===== src/rtl/stream_mux.sv =====
// Registered N-to-1 stream multiplexer with per-channel valid/ready handshake.
// Source channel comes from an explicit select or a wrap-around round-robin arbiter.
module stream_mux #(
    parameter int unsigned WIDTH    = 32,
    parameter int unsigned CHANNELS = 4,
    parameter int unsigned SELW     = 2
) (
    input  logic                      i_clk,
    input  logic                      i_rstn,
    input  logic                      i_mode,
    input  logic [SELW-1:0]           i_sel,
    input  logic [CHANNELS-1:0]       i_in_valid,
    output logic [CHANNELS-1:0]       o_in_ready,
    input  logic [WIDTH*CHANNELS-1:0] i_in_data,
    output logic                      o_out_valid,
    input  logic                      i_out_ready,
    output logic [WIDTH-1:0]          o_out_data,
    output logic [SELW-1:0]           o_out_ch
);

    logic                r_out_valid;
    logic [WIDTH-1:0]    r_out_data;
    logic [SELW-1:0]     r_out_ch;
    logic [SELW-1:0]     r_ptr;

    logic                w_load;
    logic                w_gnt_vld;
    logic [SELW-1:0]     w_gnt_idx;
    logic [CHANNELS-1:0] w_gnt_onehot;
    logic                w_xfer;
    logic [WIDTH-1:0]    w_mux_data;
    logic [SELW-1:0]     w_ptr_nxt;

    assign w_load = !r_out_valid || i_out_ready;
    assign w_xfer = w_load && w_gnt_vld;

    // Grant: select mode matches SEL; round-robin scans from the pointer downwards in
    // reverse so the lowest offset from PTR is the one left standing.
    always_comb begin
        w_gnt_vld = 1'b0;
        w_gnt_idx = '0;
        if (!i_mode) begin
            for (int unsigned i = 0; i < CHANNELS; i++) begin
                if (SELW'(i) == i_sel && i_in_valid[i]) begin
                    w_gnt_vld = 1'b1;
                    w_gnt_idx = SELW'(i);
                end
            end
        end else begin
            for (int unsigned k = CHANNELS; k > 0; k--) begin
                automatic int unsigned j = (32'(r_ptr) + k - 1) % CHANNELS;
                if (i_in_valid[j]) begin
                    w_gnt_vld = 1'b1;
                    w_gnt_idx = SELW'(j);
                end
            end
        end
    end

    // One-hot grant, data mux and next pointer derived from the granted index.
    always_comb begin
        w_gnt_onehot = '0;
        w_mux_data   = '0;
        for (int unsigned i = 0; i < CHANNELS; i++) begin
            if (w_gnt_vld && SELW'(i) == w_gnt_idx) begin
                w_gnt_onehot[i] = 1'b1;
                w_mux_data      = i_in_data[WIDTH*i +: WIDTH];
            end
        end
        w_ptr_nxt = (32'(w_gnt_idx) == CHANNELS - 1) ? '0 : SELW'(32'(w_gnt_idx) + 1);
    end

    assign o_in_ready = w_load ? w_gnt_onehot : '0;

    always_ff @(posedge i_clk) begin
        if (!i_rstn) begin
            r_out_valid <= 1'b0;
            r_out_data  <= '0;
            r_out_ch    <= '0;
            r_ptr       <= '0;
        end else begin
            if (w_load) begin
                r_out_valid <= w_xfer;
                if (w_xfer) begin
                    r_out_data <= w_mux_data;
                    r_out_ch   <= w_gnt_idx;
                end
            end
            if (w_xfer && i_mode) begin
                r_ptr <= w_ptr_nxt;
            end
        end
    end

    assign o_out_valid = r_out_valid;
    assign o_out_data  = r_out_data;
    assign o_out_ch    = r_out_ch;

endmodule


===== config.mk =====
export PLATFORM = sky130hd
export DESIGN_NAME = stream_mux
export DESIGN_NICKNAME = d
export VERILOG_FILES = /design/src/rtl/stream_mux.sv
export SDC_FILE = /design/constraint.sdc
export NUM_CORES = 1
export LEC_CHECK = 0
export BUFFER_PORTS_ARGS = -buffer_cell sky130_fd_sc_hd__buf_2
export CORE_MARGIN = 3
export CORE_UTILIZATION = 40
export CTS_BUF_LIST = sky130_fd_sc_hd__clkbuf_8 sky130_fd_sc_hd__clkbuf_16
export DETAILED_ROUTE_END_ITERATION = 12
export GPL_ROUTABILITY_DRIVEN = 0
export GPL_TIMING_DRIVEN = 0
export PLACE_DENSITY = 0.75
export SYNTH_ARGS = -nofsm -noshare
export SYNTH_HDL_FRONTEND = slang
export SYNTH_SLANG_ARGS = --single-unit
export TNS_END_PERCENT = 50

===== constraint.sdc =====
create_clock -name i_clk -period 2.68 [get_ports i_clk]
set_input_delay 0.402 -clock i_clk [delete_from_list [all_inputs] [get_ports i_clk]]
set_output_delay 0.402 -clock i_clk [all_outputs]
set_load 0.005 [all_outputs]

==> results.rst <==
.. list-table::
   :header-rows: 1

   * - Metric
     - Value
   * - Overall routed net length
     - 10500 microns
   * - Switching power total
     - 665 uW
   * - Fraction of the mapped netlist area in adder cells
     - 0.0178
   * - Fin Clk Skew
     - 0.00756 ns
   * - Cells after synthesis
     - 352
   * - Multiplexer share of the synthesized area
     - 0.0187
   * - Number of top-level pins
     - 177
   * - Initial Utilization
     - 0.428
   * - Die span in y
     - 89.8 microns
   * - Overflow left after global routing
     - 0
   * - Final net count
     - 675
   * - Max-cap check violation count
     - 0
   * - Largest family of logic cells by synthesized area
     - compound AO/OA/AOI/OAI gates
   * - Kind of capture point of the worst setup path
     - primary output
   * - Share of cells above drive strength 1
     - 0.431
   * - Count of vias placed by the detailed router
     - 3538
   * - Minimum setup slack in the final design
     - 0.0857 ns
   * - Largest stage delay on the critical path
     - 0.46 ns
   * - Full die area
     - 8070 sq um
   * - Mean post-synth cell area
     - 7.98 sq um
   * - Worst slack after detailed placement
     - -0.285 ns
   * - Tot GR Track Use
     - 0.253
   * - Sequential area share after synthesis
     - 0.264
   * - Source-to-sink clock delay at the later pin of the worst-skew pair
     - 0.29 ns
   * - Filler cell count
     - 636
   * - Leading register cell type out of synthesis
     - dfxtp_1
   * - Power share of the combinational group
     - 0.439
   * - Average via count per standard cell
     - 5.64
   * - Worst setup startpoint
     - r_ptr[1]$_SDFFE_PN0P_
   * - Leakage component of the power
     - 1.97 nW
   * - Library cell occupying the most area in the post-synthesis netlist
     - dfxtp_1
   * - Number of antenna violations at the first check in global routing
     - 0
   * - H-tree lvl count
     - 2
   * - Maximum clock rate
     - 385 MHz
   * - Post-synthesis register bit count
     - 37
   * - Number of nets with antenna violations after detailed routing
     - 0
   * - Post-CTS Hold Fix Bufs
     - 0
   * - Core area
     - 6570 sq um
   * - Required time of the critical path
     - 2.28 ns
   * - Power Internal
     - 1.23 mW
   * - Register area
     - 742 sq um
   * - Via count of the first global-routing pass
     - 3468
   * - CTS tree
     - done
   * - Total number of placement rows
     - 29
   * - Number of failing hold endpoints at the final stage
     - 0
   * - Count of final setup violators
     - 0
   * - Worst Hold Slack
     - 0.454 ns
   * - Hold Path Origin
     - i_out_ready
   * - Post-synth net total
     - 494
   * - Post-route fraction of the period consumed by the critical path
     - 0.968
   * - First-pass GRT wire length
     - 17100 microns
   * - Data arrival time of the critical path
     - 2.19 ns
   * - Total half-perimeter wirelength after legalization and detailed placement
     - 8000 microns
   * - Kind of critical path
     - reg2out
   * - Combined area of the multi-input logic cells
     - 1730 sq um
   * - Worst R2R Start
     - r_ptr[1]$_SDFFE_PN0P_
   * - Count of flip-flops with a built-in enable after synthesis
     - 0
   * - Critical-path cell with the highest stage delay
     - or3b_2
   * - Post-synthesis to final-layout area growth
     - 41.6%
   * - Routed length per instance
     - 16.7 microns
   * - Area share of xor/xnor cells in the synthesized design
     - 0
   * - Die width
     - 89.8 microns
   * - Clock transition time at the flip-flop clock pins of the worst setup and hold paths
     - 0.07 ns
   * - Run status
     - finished clean
   * - Fraction of synthesis flops using an asynchronous set or reset pin
     - 0
   * - Switching share of power
     - 0.352
   * - CP Max Fanout
     - 10
   * - Sequence of cells on the critical path
     - or3b_2 -> o221ai_1 -> mux2_4 -> inv_1 -> ha_2 -> clkbuf_4 -> and3_1 -> buf_2
   * - Clock period minus worst slack
     - 2.59 ns
   * - Synthesized-area fraction occupied by ao, oa, aoi and oai cells
     - 0.332
   * - Number of antenna repair diodes
     - 0
   * - Maximum resistive drop on vdd
     - 0.268 mV
   * - Netlist area before placement
     - 2810 sq um
   * - Maximum clock insertion buffer count
     - 2
   * - Total power divided by cell area
     - 475 nW/um^2
   * - Number of buffers inserted during clock tree synthesis
     - 5
   * - Pin count of the biggest net entering global routing
     - 13
   * - DRC violation count after routing
     - 0
   * - Proportion of netlist area held by the largest area contributor
     - 0.264
   * - PortBufs
     - 174
   * - Slew headroom
     - 0.644
   * - Clock group share of total power
     - 0.205
   * - Most area-consuming cells after synthesis
     - dfxtp_1 26%, o221a_1 13%, a221oi_1 10%, nand3b_1 8.5%, a21oi_1 6.8%
   * - Clock Tree Root
     - clkbuf_8
   * - Sink Count
     - 37
   * - Worst min-delay path category
     - in2reg
   * - Number of pins with negative max-slew slack in the final report
     - 0
   * - Count of yosys warnings during synthesis
     - 0
   * - Simple-gate share of the synthesized area
     - 0.232
   * - Post-synthesis cell type count
     - 34
   * - Setup repair after global routing missed its margin
     - yes
   * - Post-layout power
     - 1.89 mW
   * - Sequential group share of total power
     - 0.355
   * - Final TNS setup
     - 0 ns
   * - Initial DRT Pass Iterations
     - 5
   * - Detailed router's first-iteration violation count
     - 202
   * - Sort of element at the start of the critical path
     - flop
   * - Slew at the pin with the worst max-slew slack
     - 0.535 ns
[timing repair]
action	in CTS	in global routing
endpoints found under the setup margin	33	36
pin swaps	0	1
buffers inserted	1	2
gates resized for setup	17	22
[final timing paths]
kind / end / slack, ns / depth (start not counted)
max reg2reg: o_out_data[6]$_SDFFE_PN0P_ / 0.19 / 9
max: o_in_ready[3] / 0.09 / 8
min reg2reg: r_ptr[1]$_SDFFE_PN0P_ / 0.51 / 2
min: o_out_valid$_SDFFE_PN0N_ / 0.45 / 4
[Yosys cell counts, types with 2 or more instances]
| cell | instances |
|---|---|
| ha_1 | 4 |
| clkbuf_1 | 25 |
| o221ai_1 | 2 |
| mux2_2 | 2 |
| buf_6 | 2 |
| nand2_1 | 35 |
| buf_12 | 4 |
| a21oi_1 | 38 |
| buf_2 | 8 |
| mux2i_1 | 3 |
| o221a_1 | 32 |
| a21oi_2 | 2 |
| and3_1 | 4 |
| a221oi_1 | 32 |
| nand3_1 | 33 |
| nor2b_1 | 2 |
| inv_1 | 35 |
| dfxtp_1 | 37 |
| or3b_2 | 2 |
| nand2b_1 | 2 |
| nor2_1 | 3 |
| buf_1 | 2 |
| nand3b_1 | 32 |
[layer usage]
layer  GRT usage  wire, microns  vias to the layer above
met1       0.315           4380                     1677
met3      0.0501            670                       22
met5           0              0                        -
met2       0.437           5210                      164
met4      0.0868            212                        0
li1            -              -                     1675
[final cells by class]
cell class | instances | share of cell area
Multi-Input combinational cell | 238 | 0.434
Timing Repair Buffer | 177 | 0.224
Sequential cell | 37 | 0.186
Buffer | 39 | 0.0714
Inverter | 35 | 0.0330
Tap cell | 93 | 0.0292
Clock buffer | 5 | 0.0173
Clock inverter | 3 | 0.00440
[stage by stage]
stage,util,cells,cell area (sq um)
after floorplan,-,352,2810
after global placement,0.578,619,3800
after detailed placement,0.578,619,3800
after CTS,0.598,625,3930
after global routing,0.606,627,3980
final,0.606,627,3980
[power groups by stage]
stage | clock network, mW | logic [mW] | registers [mW]
after floorplan | 0 | 0.476 | 0.687
after global placement | 0 | 0.774 | 0.680
after detailed placement | 0 | 0.792 | 0.683
after CTS | 0.395 | 0.812 | 0.671
after global routing | 0.423 | 0.918 | 0.680
final | 0.388 | 0.830 | 0.672
[cell families (layout without fill, tap and decap cells)]
logic type / after synthesis / after routing
adders and majority gates: 4 / 4
AOI/OAI and AO/OA: 113 / 113
DFF: 37 / 37
and+or+nand+nor: 116 / 116
buffers and inverters: 77 / 259
muxes: 5 / 5
[worst max-delay path, delay by kind of cell, from the launching register on]
family                     cells  cell delay, ns
adders and majority gates      1            0.20
AOI/OAI and AO/OA              1            0.11
muxes                          1            0.23
DFF                            1            0.35
and+or+nand+nor                2            0.62
buffers and inverters          3            0.39
[registers in the layout, indices dropped and copies added, names as in the netlist]
name	cells
r_ptr	2
o_out_data	32
o_out_ch	2
o_out_valid	1
[cell usage in the layout, fill, tap and decap left out, drive strengths merged]
master	count
a221oi	32
ha	4
a21oi	40
inv	35
a311oi	1
nor2	3
nand3b	32
dfxtp	37
nand2b	2
nand3	33
and2	1
buf	193
o21ai	1
clkinv	2
a22oi	1
nor2b	2
o221a	32
and3	4
o21a	1
or3b	2
mux2i	3
nand2	35
nor3	1
nor4	1
a211oi	1
o221ai	2
a21boi	2
clkinvlp	1
mux2	2
clkbuf	28
Note: power is estimated with default switching activity, not from simulation.
